## config.mk

```make
export PLATFORM = sky130hd
export DESIGN_NAME = el2_ifu_ic_fill_ctl
export DESIGN_NICKNAME = d
export VERILOG_FILES = /design/src/rtl/el2_ifu_fill_pkg.sv /design/src/rtl/el2_ifu_fill_beat_tracker.sv /design/src/rtl/el2_ifu_ic_fill_ctl.sv
export SDC_FILE = /design/constraint.sdc
export NUM_CORES = 1
export LEC_CHECK = 0
export ABC_AREA = 1
export BUFFER_PORTS_ARGS = -buffer_cell sky130_fd_sc_hd__buf_2
export CORE_ASPECT_RATIO = 2
export CORE_MARGIN = 10
export CORE_UTILIZATION = 35
export CTS_CLUSTER_DIAMETER = 100
export DETAILED_ROUTE_END_ITERATION = 10
export HOLD_SLACK_MARGIN = 0.1
export MAX_ROUTING_LAYER = met4
export PLACE_DENSITY = 0.75
export SYNTH_ARGS = -nofsm -noshare
export SYNTH_HDL_FRONTEND = slang
export SYNTH_SLANG_ARGS = --single-unit
```

## constraint.sdc

```tcl
create_clock -name clock -period 4 [get_ports clock]
set_input_delay 0.6 -clock clock [delete_from_list [all_inputs] [get_ports clock]]
set_output_delay 0.6 -clock clock [all_outputs]
set_load 0.01 [all_outputs]
```

## src/rtl/el2_ifu_fill_pkg.sv

```systemverilog
// el2_ifu_fill_pkg
//   Shared types and constants for the I-cache miss fill engine:
//   line geometry, AXI request constants and the fill FSM state encoding.
package el2_ifu_fill_pkg;

   localparam int FILL_BEAT_BITS = 3;                    // log2 beats per line
   localparam int FILL_BUS_TAG   = 3;                    // ARID/RID width
   localparam int FILL_NUM_BEATS = 1 << FILL_BEAT_BITS;  // beats per line

   // Every request is a single 64-bit beat with INCR burst type.
   localparam logic [2:0] AXI_SIZE  = 3'h3;
   localparam logic [7:0] AXI_LEN   = 8'h0;
   localparam logic [1:0] AXI_BURST = 2'h1;

   typedef enum logic [2:0] {
      IDLE,
      ISSUE,
      WAIT,
      DONE,
      DRAIN
   } fill_state_e;

endpackage

```

## src/rtl/el2_ifu_fill_beat_tracker.sv

```systemverilog
// el2_ifu_fill_beat_tracker
//   Counts issued AR requests and accepted R beats for one fill, keeps the
//   sticky error flag and provides the completion compares for the FSM.
// Ports
//   clk_i, rst_i     clock, async active-high reset
//   clr_i            start of a new miss: clear counters and error
//   ar_fire_i        AR handshake this cycle
//   r_acc_i          R beat accepted this cycle
//   r_err_i          accepted beat carries an error for the live fill
//   nreq_i           number of beats requested for this miss
//   ar_beat_o        low bits of the AR count (offset from critical beat)
//   err_o            sticky error
//   ar_all_o         AR count reaches nreq after this cycle
//   r_all_o          R count reaches nreq after this cycle
//   drained_o        every issued AR has had its response
module el2_ifu_fill_beat_tracker #(
   parameter int BEAT_BITS = 3
) (
   input  logic                 clk_i,
   input  logic                 rst_i,
   input  logic                 clr_i,
   input  logic                 ar_fire_i,
   input  logic                 r_acc_i,
   input  logic                 r_err_i,
   input  logic [BEAT_BITS:0]   nreq_i,
   output logic [BEAT_BITS-1:0] ar_beat_o,
   output logic                 err_o,
   output logic                 ar_all_o,
   output logic                 r_all_o,
   output logic                 drained_o
);

   // One extra bit so a full line (8) is representable without wrapping.
   logic [BEAT_BITS:0] ar_cnt_q, ar_cnt_d, r_cnt_q, r_cnt_d;
   logic               err_q, err_d;

   always_comb begin
      ar_cnt_d = ar_cnt_q;
      r_cnt_d  = r_cnt_q;
      err_d    = err_q;
      if (clr_i) begin
         ar_cnt_d = '0;
         r_cnt_d  = '0;
         err_d    = 1'b0;
      end else begin
         if (ar_fire_i) ar_cnt_d = ar_cnt_q + 1'b1;
         if (r_acc_i)   r_cnt_d  = r_cnt_q + 1'b1;
         if (r_err_i)   err_d    = 1'b1;
      end
   end

   always_ff @(posedge clk_i or posedge rst_i) begin
      if (rst_i) begin
         ar_cnt_q <= '0;
         r_cnt_q  <= '0;
         err_q    <= 1'b0;
      end else begin
         ar_cnt_q <= ar_cnt_d;
         r_cnt_q  <= r_cnt_d;
         err_q    <= err_d;
      end
   end

   assign ar_beat_o = ar_cnt_q[BEAT_BITS-1:0];
   assign err_o     = err_q;
   // Compares on next-state counts let the FSM leave ISSUE/WAIT in the
   // same cycle the last handshake completes.
   assign ar_all_o  = (ar_cnt_d == nreq_i);
   assign r_all_o   = (r_cnt_d == nreq_i);
   assign drained_o = (r_cnt_q == ar_cnt_q);

endmodule

```

## src/rtl/el2_ifu_ic_fill_ctl.sv

```systemverilog
// el2_ifu_ic_fill_ctl
//   I-cache miss fill engine. Accepts one miss, issues single-beat AXI reads
//   in wrap order starting at the critical beat, accepts responses in any
//   order by RID, writes beats to the cache, forwards the critical beat and
//   reports done/error and PMU bus events.
// Ports
//   clock, reset             core clock, async active-high reset
//   io_ifu_bus_clk_en        qualifies every AXI handshake
//   io_exu_flush_final       abandon the current miss
//   io_miss_*                miss request (addr = fetch address [31:1])
//   io_ifu_axi_ar*/r*        AXI read address / read data channels
//   io_fill_wr_*             cache write beat (cacheable fills only)
//   io_crit_*                critical beat forward, 1-cycle pulse
//   io_fill_done/_err        end-of-fill pulse and sticky error
//   io_pmu_bus_*             AR accepted / AR stalled / error beat
module el2_ifu_ic_fill_ctl
   import el2_ifu_fill_pkg::*;
(
   input  logic                      clock,
   input  logic                      reset,
   input  logic                      io_ifu_bus_clk_en,
   input  logic                      io_exu_flush_final,
   input  logic                      io_miss_req,
   input  logic [30:0]               io_miss_addr,
   input  logic                      io_miss_uncacheable,
   output logic                      io_miss_ready,
   output logic                      io_ifu_axi_arvalid,
   input  logic                      io_ifu_axi_arready,
   output logic [FILL_BUS_TAG-1:0]   io_ifu_axi_arid,
   output logic [31:0]               io_ifu_axi_araddr,
   output logic [2:0]                io_ifu_axi_arsize,
   output logic [7:0]                io_ifu_axi_arlen,
   output logic [1:0]                io_ifu_axi_arburst,
   input  logic                      io_ifu_axi_rvalid,
   input  logic [FILL_BUS_TAG-1:0]   io_ifu_axi_rid,
   input  logic [63:0]               io_ifu_axi_rdata,
   input  logic [1:0]                io_ifu_axi_rresp,
   output logic                      io_ifu_axi_rready,
   output logic                      io_fill_wr_en,
   output logic [FILL_BEAT_BITS-1:0] io_fill_wr_beat,
   output logic [63:0]               io_fill_wr_data,
   output logic                      io_fill_wr_err,
   output logic                      io_crit_valid,
   output logic [63:0]               io_crit_data,
   output logic                      io_crit_err,
   output logic                      io_fill_done,
   output logic                      io_fill_err,
   output logic                      io_pmu_bus_trxn,
   output logic                      io_pmu_bus_busy,
   output logic                      io_pmu_bus_error
);

   localparam int BB = FILL_BEAT_BITS;

   fill_state_e         state_q, state_d;
   logic [30-(BB+2):0]  line_q;        // line address, fetch addr [31:BB+3]
   logic [BB-1:0]       crit_q;
   logic                uc_q;
   logic [BB:0]         nreq_q;
   logic                drain_ar_q, drain_ar_d;  // AR still owed after flush

   logic          start, ar_fire, r_acc, live, r_bad, err_q;
   logic          ar_all, r_all, drained;
   logic [BB-1:0] ar_idx, ar_beat, r_beat;
   logic          unused_addr_lsb;

   assign unused_addr_lsb = ^io_miss_addr[1:0];

   // ---------------- AR channel ----------------
   // arid/araddr derive only from registered state that changes on fire,
   // so they stay stable while arvalid waits for arready.
   assign ar_beat            = crit_q + ar_idx;
   assign io_ifu_axi_arvalid = (state_q == ISSUE) | ((state_q == DRAIN) & drain_ar_q);
   assign io_ifu_axi_arid    = FILL_BUS_TAG'(ar_beat);
   assign io_ifu_axi_araddr  = {line_q, ar_beat, 3'b000};
   assign io_ifu_axi_arsize  = AXI_SIZE;
   assign io_ifu_axi_arlen   = AXI_LEN;
   assign io_ifu_axi_arburst = AXI_BURST;
   assign ar_fire            = io_ifu_axi_arvalid & io_ifu_axi_arready & io_ifu_bus_clk_en;

   // ---------------- R channel ----------------
   assign io_ifu_axi_rready = ~reset;
   assign r_acc  = io_ifu_axi_rvalid & io_ifu_axi_rready & io_ifu_bus_clk_en & (state_q != IDLE);
   assign r_beat = io_ifu_axi_rid[BB-1:0];
   assign r_bad  = |io_ifu_axi_rresp;
   // Beats only reach the cache/fetch while the fill is still wanted.
   assign live   = ((state_q == ISSUE) | (state_q == WAIT)) & ~io_exu_flush_final;

   assign io_fill_wr_en   = r_acc & live & ~uc_q;
   assign io_fill_wr_beat = io_fill_wr_en ? r_beat : '0;
   assign io_fill_wr_data = io_fill_wr_en ? io_ifu_axi_rdata : '0;
   assign io_fill_wr_err  = io_fill_wr_en & r_bad;

   assign io_crit_valid = r_acc & live & (r_beat == crit_q);
   assign io_crit_data  = io_crit_valid ? io_ifu_axi_rdata : '0;
   assign io_crit_err   = io_crit_valid & r_bad;

   assign io_miss_ready = (state_q == IDLE);
   assign io_fill_done  = (state_q == DONE) & ~io_exu_flush_final;
   assign io_fill_err   = io_fill_done & err_q;

   assign io_pmu_bus_trxn  = ar_fire;
   assign io_pmu_bus_busy  = io_ifu_axi_arvalid & ~io_ifu_axi_arready;
   assign io_pmu_bus_error = r_acc & r_bad;

   el2_ifu_fill_beat_tracker #(.BEAT_BITS(BB)) u_trk (
      .clk_i     (clock),
      .rst_i     (reset),
      .clr_i     (start),
      .ar_fire_i (ar_fire),
      .r_acc_i   (r_acc),
      .r_err_i   (r_acc & live & r_bad),
      .nreq_i    (nreq_q),
      .ar_beat_o (ar_idx),
      .err_o     (err_q),
      .ar_all_o  (ar_all),
      .r_all_o   (r_all),
      .drained_o (drained)
   );

   // ---------------- FSM ----------------
   always_comb begin
      state_d    = state_q;
      drain_ar_d = drain_ar_q;
      start      = 1'b0;
      case (state_q)
         IDLE: begin
            if (io_miss_req & ~io_exu_flush_final) begin
               state_d = ISSUE;
               start   = 1'b1;
            end
         end
         ISSUE: begin
            if (io_exu_flush_final) begin
               state_d    = DRAIN;
               // arvalid is already up; it must stay up until it fires.
               drain_ar_d = ~ar_fire;
            end else if (ar_all) begin
               state_d = r_all ? DONE : WAIT;
            end
         end
         WAIT: begin
            if (io_exu_flush_final) state_d = DRAIN;
            else if (r_all)         state_d = DONE;
         end
         DONE: begin
            state_d = io_exu_flush_final ? DRAIN : IDLE;
         end
         DRAIN: begin
            if (ar_fire) drain_ar_d = 1'b0;
            if (~drain_ar_q & drained) state_d = IDLE;
         end
         default: state_d = IDLE;
      endcase
   end

   always_ff @(posedge clock or posedge reset) begin
      if (reset) begin
         state_q    <= IDLE;
         drain_ar_q <= 1'b0;
         line_q     <= '0;
         crit_q     <= '0;
         uc_q       <= 1'b0;
         nreq_q     <= '0;
      end else begin
         state_q    <= state_d;
         drain_ar_q <= drain_ar_d;
         if (start) begin
            line_q <= io_miss_addr[30:BB+2];
            crit_q <= io_miss_addr[BB+1:2];
            uc_q   <= io_miss_uncacheable;
            nreq_q <= io_miss_uncacheable ? (BB+1)'(1) : (BB+1)'(FILL_NUM_BEATS);
         end
      end
   end

endmodule

```

# --- Word level (Yosys, flattened, before mapping) ---
# Cells that the tools add are included.
# W data, S select, Z words.
word_totals:
  reg_bits: 47
  inputBits: 108
  out_inout_bits: 191
  word_cells: 84
classes:
  add_sub_neg: 3
  n_eq_ne: 14
  n_mux: 24
  n_bitwise: 27
  reduce_logical: 7
ops:
  columns: ["cell", "count"]
  rows:
  - ["$mux W64", 2]
  - ["$mux W3", 8]
  - ["$mux W4", 5]
  - ["$and A1 B1 Y1", 19]
  - ["$pmux W3 S5", 1]
  - ["$eq A4 B4 Y1", 3]
  - ["$add A4 B1 Y4 const B", 2]
  - ["$mux W1", 7]
  - ["$eq A3 B2 Y1 const B", 2]
  - ["$ne A3 B3 Y1 const B", 2]
  - ["$not A1 Y1", 6]
  - ["$ne A2 B1 Y1 const B", 2]
  - ["$ne A2 B2 Y1 const B", 2]
  - ["$reduce_and A4 Y1", 1]
  - ["$reduce_bool A2 Y1", 2]
  - ["$add A3 B3 Y3", 1]
  - ["$eq A3 B1 Y1 const B", 1]
  - ["$eq A3 B3 Y1", 1]
  - ["$eq A3 B3 Y1 const B", 1]
  - ["$logic_not A3 Y1", 1]
  - ["$reduce_and A3 Y1", 1]
  - ["$reduce_bool A3 Y1", 1]
  - ["$or A1 B1 Y1", 2]
  - ["$pmux W1 S2", 1]
  - ["$reduce_or A2 Y1", 1]

# --- Longest topological paths before layout ---
# Gate-level depths: netlist (run 1).
logic_depth:
  depth_word: 11
  ltp_mapped: 13
  ltp_nobuf: 13

# --- Cells and area by module ---
# A second synthesis (run 1) with hierarchy kept.
unflattened:
  cells_unflattened: 547
  area_unflattened_um2: 3623.5
by_module_without_submodules:
  columns: ["mod", "n_inst", "cells_per_inst", "area_each_um2", "seq_area_each_um2"]
  rows:
  - ["el2_ifu_ic_fill_ctl", 1, 443, 2900.3, 875.8]
  - ["el2_ifu_fill_beat_tracker", 1, 104, 723.2, 225.2]

# --- Worst setup path before layout (run 1) ---
# OpenSTA, ideal clock, no wires.
synth_path:
  path_kind: "input-to-output"
  startpoint: "input io_ifu_axi_rvalid"
  endpoint: "output io_fill_wr_data[33]"
  arrival_time_ns: 1.743
  required_time_ns: 3.400
  setup_slack_ns: 1.657
  stages: 10
  path_buffers: 2
  path_cell_list: "nand2_1 nor2_1 nand2_2 nor2_2 inv_2 nor2_2 inv_2 buf_4 buf_6 nor2_1"
synth_between:
  elab_chain_len: 6
synth_rtl:
  columns: ["item", "line_no", "source"]
  rows:
  - ["start: declaration", "el2_ifu_ic_fill_ctl.sv:34", "input logic io_ifu_axi_rvalid,"]
  - ["$and A1 B1 Y1 (3 in series)", "el2_ifu_ic_fill_ctl.sv:83", "assign r_acc = io_ifu_axi_rvalid & io_ifu_axi_rready & io_ifu_bus_clk_en & (state_q != IDLE);"]
  - ["$and A1 B1 Y1 (2 in series)", "el2_ifu_ic_fill_ctl.sv:89", "assign io_fill_wr_en = r_acc & live & ~uc_q;"]
  - ["net io_fill_wr_en", "el2_ifu_ic_fill_ctl.sv:39", "output logic io_fill_wr_en,"]
  - ["$mux W64", "el2_ifu_ic_fill_ctl.sv:91", "assign io_fill_wr_data = io_fill_wr_en ? io_ifu_axi_rdata : '0;"]
  - ["end: declaration", "el2_ifu_ic_fill_ctl.sv:41", "output logic [63:0] io_fill_wr_data,"]
# The timed path passes the listed nets, and every way through them passes these cells.

# --- Worst setup path after layout (run 1) ---
layout_path:
  startpoint: "register state_q[1]"
  endpoint: "output io_fill_wr_data[51]"
layout_between:
  elab_chain_len: 6
  elab_cells_between_ends: 9
  cone_classes: "2 x eq/ne; 1 x mux; 5 x bitwise; 1 x reduce/logical"
layout_rtl:
  columns: ["item", "line_no", "source"]
  rows:
  - ["start: declaration", "el2_ifu_ic_fill_ctl.sv:55", "fill_state_e state_q, state_d;"]
  - ["start signal: assignment", "el2_ifu_ic_fill_ctl.sv:166", "state_q <= state_d;"]
  - ["$eq A3 B1 Y1 / $eq A3 B2 Y1 (equally long branches)", "el2_ifu_ic_fill_ctl.sv:87", "assign live = ((state_q == ISSUE) | (state_q == WAIT)) & ~io_exu_flush_final;"]
  - ["$or A1 B1 Y1", "el2_ifu_ic_fill_ctl.sv:87", null]
  - ["$and A1 B1 Y1", "el2_ifu_ic_fill_ctl.sv:87", null]
  - ["$and A1 B1 Y1 * (2 in series)", "el2_ifu_ic_fill_ctl.sv:89", null]
  - ["$mux W64 *", "el2_ifu_ic_fill_ctl.sv:91", null]
# Mark *: on every way between the ends. The rest lies on a longest branch, timed or not.

==> results of run 1 <==
## power groups by stage
stage | combinational (µW) | sequential (µW) | clock (µW)
final | 1200 | 817 | 595
after global routing | 1350 | 849 | 621
after CTS | 1230 | 815 | 601
after detailed placement | 1230 | 813 | 0
after global placement | 1200 | 814 | 0
after floorplan | 762 | 840 | 0
## kinds of logic after synthesis
kind of cell	after synthesis	synth area share [%]
other	2	0.217
and+or+nand+nor	307	41.0
adders and majority gates	4	1.66
DFF	44	31.8
xor gates and xnor gates	7	1.77
buffers and inverters	148	20.7
AOI/OAI and AO/OA	16	2.75
## critical path, stage by stage (launching register included)
cell and delay [ps]:
dfrtp_1 420, nor2_1 240, nand2_2 140, nand2_2 180, nor2_2 70, inv_2 90
nor2_2 60, inv_2 230, buf_4 370, nor2_1 80, buf_2 150
## path summary, 6_finish.rpt
kind | start | to | slack (ps) | cells past startpoint
setup / recovery | state_q[1] | io_fill_wr_data[51] | 1060 | 10
hold / removal | reset | state_q[0] | 460 | 3
setup reg to reg | state_q[1] | nreq_q[3] | 1700 | 6
hold reg to reg | line_q[12] | line_q[12] | 480 | 2
max in group asynchronous | reset | line_q[2] | 3140 | 3
min in group clock | line_q[12] | line_q[12] | 480 | 2
## sequential cells by signal (all words and copies together), names as in the netlist
| name | count |
|---|---|
| crit_q | 3 |
| drain_ar_q | 1 |
| line_q | 26 |
| nreq_q | 2 |
| state_q | 3 |
| u_trk.ar_cnt_q | 4 |
| u_trk.err_o | 1 |
| u_trk.r_cnt_q | 4 |
## layout make-up
type                    instances  area (µm²)  area share (%)
diodes                          8        20.0           0.397
clock buffers                   5         125            2.48
clock inverters                 3        90.1            1.78
inverters                     107         403            7.98
multi-input cells             350        1690            33.5
flip-flops and latches         44        1100            21.8
well taps                     132         165            3.27
repair buffers                285        1450            28.8
## metal layers
layer  track usage, %  wire length, µm  up-vias
li1                 -                -     2037
met1             21.0             5760     1762
met2             32.9             7140      199
met3             7.47             1430       16
met4             5.60              257        0
met5                -                0        -
## per-stage QoR
| stage | setup WS [ps] | hold slack [ps] | power [µW] |
|---|---|---|---|
| 6_report | 1060 | 457 | 2610 |
| 4_1_cts | 1070 | 477 | 2650 |
| 3_5_place_dp | 1190 | 460 | 2040 |
| 2_1_floorplan | 1660 | 496 | 1600 |
| 3_3_place_gp | 1190 | 458 | 2020 |
| 5_1_grt | 837 | 497 | 2820 |
## cell usage in the layout, fill, tap and decap left out, types with 4 or more instances in the layout
cell type / Yosys / final
xnor2_1: 4 / 4
nand2_1: 127 / 127
inv_1: 99 / 98
nand4_1: 6 / 6
nor2_1: 90 / 90
o21ai_0: 4 / 4
nand3_1: 20 / 20
diode_2: 0 / 8
nor2_4: 11 / 11
nand2_2: 4 / 4
buf_2: 9 / 280
clkbuf_16: 0 / 5
inv_2: 7 / 7
buf_4: 20 / 4
nor2_2: 42 / 42
dfrtp_1: 44 / 44
conb_1: 2 / 16
a21oi_1: 5 / 5
==> impl_metrics.json, run 1 <==
{
  "status": "finished, final reports clean",
  "first_iter_violations": 122,
  "die_w_um": 90.3,
  "final_max_slew_viol_count": 0,
  "fmax_ghz": 0.340,
  "synth-main-ff-cell": "dfrtp_1",
  "fin_skew_ps": 3.88,
  "pwr-share-seq_pct": 31.3,
  "ys_types": 32,
  "cts.path.max_buffers": 2,
  "hold_viol_final": 0,
  "die-area_um2": 14500,
  "synth_edf_count": 0,
  "yosysWarningCount": 0,
  "post-route-util_pct": 52.0,
  "cts_resized": 0,
  "setup_viol": 0,
  "routedWlPerCell_um": 15.6,
  "grt_pass1_vias": 3976,
  "p_leak_uw": 0.00346,
  "crit_path_end_kind": "output port",
  "cp-start-kind": "flop",
  "drtAntennaViolNets": 0,
  "syn_inst": 528,
  "start_util_pct": 35.6,
  "crit_path_max_fanout": 31,
  "synth.most_common_cell": "nand2_1",
  "fin_crit_sh_pct": 73.5,
  "cts_hold_buffers": 0,
  "final_area_um2": 5050,
  "drv_cap": 0,
  "cts-root-buf": "clkbuf_16",
  "required_ps": 3400,
  "place_area_um2": 4810,
  "grt_overflow_total": 0,
  "setup_tns_ps": 0,
  "synth_area_um2": 3460,
  "async_reset_ff_share_pct": 100,
  "fin_cells": 934,
  "clockPowerShare_pct": 22.8,
  "worst_pin_slew_ps": 932,
  "drtPass1Iterations": 4,
  "ys_ff_latch": 44,
  "die_h_um": 161,
  "min_period_ps": 2940,
  "cts.clk_slew.worst_paths_ps": 60,
  "area_growth_syn_to_layout_pct": 46.0,
  "synth.area.top_cells": "dfrtp_1 32%, nand2_1 14%, inv_1 11%, nor2_1 9.8%, nor2_2 7.6%",
  "layout-drive-gt1-share_pct": 45.5,
  "yosys.area.top_type_share_pct": 31.8,
  "p_per_area_nw_per_um2": 518,
  "drt-total-wl_mm": 14.6,
  "max-vdd-ir-drop_mv": 0.438,
  "insertion_delay_ps": 290,
  "grt_max_degree": 65,
  "via_per_inst": 4.30,
  "finalNetCount": 905,
  "design.portCount": 299,
  "hold_path_class": "input pin to async pin",
  "grt_use_total_pct": 19.6,
  "numCtsBuffers": 5,
  "postCtsSetupBuffers": 0,
  "place_congestion": 0.908,
  "drc_errors": 0,
  "intPower_uw": 1520,
  "path_class": "flop to output port",
  "rsz0062_at_grt": "false",
  "slew-limit-headroom_pct": 37.4,
  "rows": 51,
  "cts_tree": "yes",
  "cts_num_sinks": 44,
  "dp.cells": 918,
  "seq_area_frac_synth_pct": 31.8,
  "power_switching_uw": 1100,
  "syn_avg_cell_area_um2": 6.55,
  "ys_top_cells_by_count": "127 x nand2_1, 99 x inv_1, 90 x nor2_1",
  "port_buffers": 280,
  "p_comb_share_pct": 46.0,
  "grt_antenna_before_repair": 8,
  "num_vias": 4014,
  "switching_share_pct": 42.0,
  "coreArea_um2": 9700,
  "cp.arrival_ps": 2340,
  "grt_pass1_wl_mm": 22.2,
  "synth_top_cell_by_area": "dfrtp_1",
  "final.fill_count": 992,
  "h-tree-depth": 2,
  "dpl.hpwl_mm": 12.6
}
No activity file was read; power rests on OpenSTA's default activity.
==> run 2, diff against run 1 <==
clock period = 3 ns   (was 4 ns; I/O delays follow)
==> run 2 against run 1 <==
Net effect:
- clock-buffer cell count unchanged
- via count down 0.15%
- utilization down 0.40 points
- clock power down 7.7%
- non-clock buffer count up 2
- hold slack worse by 150 ps
- highest routed layer unchanged
==> impl_metrics.json, run 2 (synthesis results as in run 1) <==
{
  "hold_path_class": "input pin to async pin",
  "r2r_start": "state_q[1]",
  "cts_num_sinks": 44,
  "r2r_slack_ps": 1010,
  "critPathLaunch": "state_q[2]",
  "status": "finished, final reports clean",
  "min_period_ps": 2750,
  "p_per_area_nw_per_um2": 651,
  "design.portCount": 299,
  "crit_path_max_fanout": 35,
  "reg_top3": "line_q x26, u_trk.ar_cnt_q x4, u_trk.r_cnt_q x4",
  "insertion_delay_ps": 290,
  "coreArea_um2": 9700,
  "grt_pass1_vias": 4058,
  "port_buffers": 280,
  "worstReg2RegEnd": "state_q[1]",
  "cts.clk_slew.worst_paths_ps": 60,
  "p_leak_uw": 0.00344,
  "drc_errors": 0,
  "first_iter_violations": 115,
  "layout_commonest_cell": "buf_2",
  "largest_reg_flops": 26,
  "rr_worst_depth": 12,
  "rsz0062_at_grt": "false",
  "path_class": "flop to output port",
  "final_max_slew_viol_count": 0,
  "hold_viol_final": 0,
  "grt_pass1_wl_mm": 22.3,
  "h-tree-depth": 2,
  "top_register": "line_q",
  "grt_overflow_total": 0,
  "layout-drive-gt1-share_pct": 45.6,
  "layout_common_cells": "280 x buf_2, 127 x nand2_1, 98 x inv_1",
  "rows": 51,
  "cp-start-kind": "flop",
  "num_vias": 4008,
  "fin_crit_sh_pct": 91.5,
  "slew-limit-headroom_pct": 56.9,
  "fin_cells": 935,
  "required_ps": 2550,
  "fin_skew_ps": 3.56,
  "grt_use_total_pct": 19.8,
  "post-route-util_pct": 51.6,
  "grt_antenna_before_repair": 7,
  "fmax_ghz": 0.364,
  "cts-root-buf": "clkbuf_16",
  "grt_max_degree": 68,
  "die-area_um2": 14500,
  "drtPass1Iterations": 4,
  "max-vdd-ir-drop_mv": 0.640,
  "numCtsBuffers": 5,
  "final.fill_count": 1013,
  "dp.cells": 920,
  "setup_viol": 0,
  "die_w_um": 90.3,
  "via_per_inst": 4.29,
  "place_congestion": 0.918,
  "dpl.hpwl_mm": 12.6,
  "start_util_pct": 35.6,
  "cp.arrival_ps": 2300,
  "endpoint": "io_crit_data[63]",
  "cts.path.max_buffers": 2,
  "area_growth_syn_to_layout_pct": 44.9,
  "drt-total-wl_mm": 14.5,
  "routedWlPerCell_um": 15.6,
  "drv_cap": 0,
  "cts_tree": "yes",
  "die_h_um": 161,
  "drtAntennaViolNets": 0,
  "crit_path_end_kind": "output port",
  "worst_pin_slew_ps": 647,
  "setup_tns_ps": 0,
  "finalNetCount": 907,
  "holdWs_ps": 306
}
-- run 2: final cells by class --
cell class	instances	area [µm²]	area share, %
well taps	132	165	3.30
inverters	107	405	8.09
multi-input cells	350	1690	33.8
diodes	7	17.5	0.350
repair buffers	287	1480	29.5
clock inverters	3	23.8	0.475
clock buffers	5	125	2.50
flip-flops and latches	44	1100	22.0
-- run 2: worst min path at each step --
stage | start | endpoint | slack (ps) | depth (start not counted)
2_1_floorplan | u_trk.err_o | u_trk.err_o | 500 | 2
3_3_place_gp | line_q[10] | line_q[10] | 460 | 2
3_5_place_dp | line_q[13] | line_q[13] | 460 | 2
4_1_cts | reset | state_q[1] | 330 | 3
5_1_grt | reset | u_trk.r_cnt_q[2] | 370 | 3
6_report | reset | state_q[1] | 310 | 3
-- run 2: power by group --
part	leakage [µW]	internal (µW)	switching, µW	total, µW
clock	0.0000661	310	240	549
sequential	0.000555	862	228	1090
combinational	0.00282	605	1020	1620
-- run 2: critical path, stage by stage (launching register included) --
cell	delay (ps)
dfrtp_1	450
inv_2	110
nand3_2	140
nor2_4	150
nor2_1	80
nor2_2	130
inv_2	80
nor3_4	150
clkinv_2	220
buf_12	240
nor2_1	110
buf_2	140
-- run 2: routing by layer --
layer / track usage [%] / up-vias / wire, µm
li1: - / 2033 / -
met1: 20.8 / 1749 / 5620
met2: 33.6 / 211 / 7120
met3: 7.56 / 15 / 1520
met4: 5.97 / 0 / 279
met5: - / - / 0
-- run 2: repair_timing --
item / CTS / global route
hold buffers: 0 / 0
endpoints found under the setup margin: 0 / 67
gates resized for setup: 0 / 2
buffers inserted: 0 / 0
-- run 2: stage by stage --
step	power, µW	setup slack (ps)	area, µm²
final	3260	254	5010
after global routing	3530	13.5	5010
after CTS	3290	52.3	4990
after detailed placement	2730	304	4840
after global placement	2700	336	4840
after floorplan	2140	921	3510
==> run 3, diff against run 2 <==
CORE_AREA = 2 2 115 117   (was unset)
CORE_ASPECT_RATIO = unset   (was 2)
CORE_MARGIN = unset   (was 10)
CORE_UTILIZATION = unset   (was 35)
DIE_AREA = 0 0 117 119   (was unset)
PLACE_DENSITY = 0.61   (was 0.75)
==> run 3 against run 2 <==
Net effect:
- sequential cell count unchanged
- clock power up 13%
- critical path type unchanged
- maximum frequency down 1.7%
- clock skew about the same
- largest cell class unchanged
- global-route usage shrank 2.7 points
- highest routed layer unchanged
==> impl_metrics.json, run 3 (synthesis results as in run 1) <==
{
  "status": "finished, final reports clean",
  "grt_max_degree": 60,
  "cp-start-kind": "flop",
  "drv_cap": 0,
  "cts_num_sinks": 44,
  "place_congestion": 0.897,
  "slew-limit-headroom_pct": 60.9,
  "cts.path.max_buffers": 2,
  "critPathLaunch": "state_q[2]",
  "regArea_um2": 1100,
  "crit_path_max_fanout": 59,
  "drtPass1Iterations": 4,
  "path_class": "flop to output port",
  "holdWs_ps": 350,
  "r2r_start": "state_q[1]",
  "h-tree-depth": 2,
  "required_ps": 2550,
  "fin_skew_ps": 3.31,
  "layout_commonest_cell": "buf_2",
  "clockPowerShare_pct": 19.1,
  "area_growth_syn_to_layout_pct": 46.3,
  "power_switching_uw": 1390,
  "p_leak_uw": 0.00345,
  "die_w_um": 117,
  "routedWlPerCell_um": 12.5,
  "die_h_um": 119,
  "cts_resized": 0,
  "rsz0062_at_grt": "false",
  "drc_errors": 0,
  "setup_tns_ps": 0,
  "cts-root-buf": "clkbuf_16",
  "grt_use_total_pct": 17.1,
  "hold_path_class": "input pin to async pin",
  "fmax_ghz": 0.358,
  "coreArea_um2": 12900,
  "grt_pass1_wl_mm": 17.9,
  "min_period_ps": 2790,
  "cp.arrival_ps": 2340,
  "switching_share_pct": 42.7,
  "r2r_slack_ps": 1130,
  "port_buffers": 280,
  "start_util_pct": 26.9,
  "layout-drive-gt1-share_pct": 45.4,
  "top_register": "line_q",
  "via_per_inst": 4.01,
  "finalNetCount": 906,
  "postCtsSetupBuffers": 0,
  "largest_reg_flops": 26,
  "critPathTopFamily": "simple AND/OR/NAND/NOR gates",
  "final_max_slew_viol_count": 0,
  "crit_path_end_kind": "output port",
  "endpoint": "io_crit_data[1]",
  "p_comb_share_pct": 47.3,
  "final.fill_count": 1393,
  "p_per_area_nw_per_um2": 641,
  "dpl.hpwl_mm": 10.1,
  "cts_tree": "yes",
  "rr_worst_depth": 12,
  "reg_top3": "line_q x26, u_trk.ar_cnt_q x4, u_trk.r_cnt_q x4",
  "cp.buffers_inverters": 5,
  "worstReg2RegEnd": "state_q[1]",
  "cts_hold_buffers": 0,
  "cpPeakStageDelay_ps": 440,
  "grt_overflow_total": 0,
  "final_area_um2": 5060,
  "numCtsBuffers": 5,
  "die-area_um2": 13900,
  "cp_num_cells": 11,
  "drtAntennaViolNets": 0,
  "pwr-share-seq_pct": 33.6,
  "rows": 42,
  "fin_crit_sh_pct": 93.1,
  "setup_slack_ps": 207,
  "design.portCount": 299,
  "intPower_uw": 1860,
  "cts.clk_slew.worst_paths_ps": 60,
  "first_iter_violations": 195,
  "hold_viol_final": 0,
  "dp_slack_ps": 475,
  "setup_viol": 0,
  "slowest_stage": "dfrtp_1",
  "crit_chain": "inv_2, nand3_2, nor2_4, nor2_1, nor2_2, inv_2, nor3_4, clkinv_2, buf_12, nor2_1, buf_2",
  "worst_pin_slew_ps": 587,
  "grt_antenna_before_repair": 4,
  "place_area_um2": 4890,
  "layout_common_cells": "280 x buf_2, 127 x nand2_1, 98 x inv_1",
  "insertion_delay_ps": 280,
  "grt_pass1_vias": 3481,
  "drt-total-wl_mm": 12.2,
  "max-vdd-ir-drop_mv": 0.299,
  "multi_input_area_um2": 1690,
  "num_vias": 3909
}
run 3: power by group through the flow:
stage	sequential (µW)	clock, µW	combinational (µW)
finish	1090	620	1530
global route	1130	659	1750
CTS	1090	637	1560
detailed placement	1090	0	1560
global placement	1090	0	1540
floorplan	1120	0	1020
run 3: final cells by class:
class / instances / share of cell area [%]
Timing Repair Buffer: 286 / 29.1
Clock buffer: 6 / 2.55
Clock inverter: 2 / 0.693
Tap cell: 176 / 4.35
Multi-Input combinational cell: 350 / 33.4
Antenna cell: 3 / 0.148
Inverter: 107 / 7.96
Sequential cell: 44 / 21.8
run 3: worst min-delay path by stage:
stage / to / slack [ps] / depth (start not counted)
2_1_floorplan: u_trk.err_o / 500 / 2
3_3_place_gp: line_q[20] / 460 / 2
3_5_place_dp: line_q[19] / 460 / 2
4_1_cts: line_q[18] / 350 / 3
5_1_grt: line_q[1] / 370 / 3
6_report: line_q[9] / 350 / 3
run 3: per-layer routing:
layer | GRT usage (%) | part of all wire (%) | vias up
li1 | - | - | 2032
met1 | 21.0 | 42 | 1699
met2 | 28.4 | 49 | 160
met3 | 3.26 | 7.5 | 18
met4 | 4.93 | 1.7 | 0
met5 | - | 0 | -
run 3: worst register-to-register path, stage by stage, from the launching register on:
cell     delay [ps]
dfrtp_1         420
nor2_1          220
nand3_1         130
nand2_1         240
nand2_2         150
nand2_1         110
nand3_1          90
nand2_1          80
nand2_1          50
nand3_1          90
nand2_1          70
nand4_1          70
nand2_1          50
run 3: metrics by stage:
| step | std cells | total power [µW] | util [%] |
|---|---|---|---|
| floorplan | 542 | 2140 | - |
| global placement | 963 | 2630 | 38.0 |
| detailed placement | 963 | 2650 | 38.0 |
| CTS | 971 | 3280 | 39.2 |
| global route | 973 | 3540 | 39.3 |
| finish | 974 | 3240 | 39.3 |
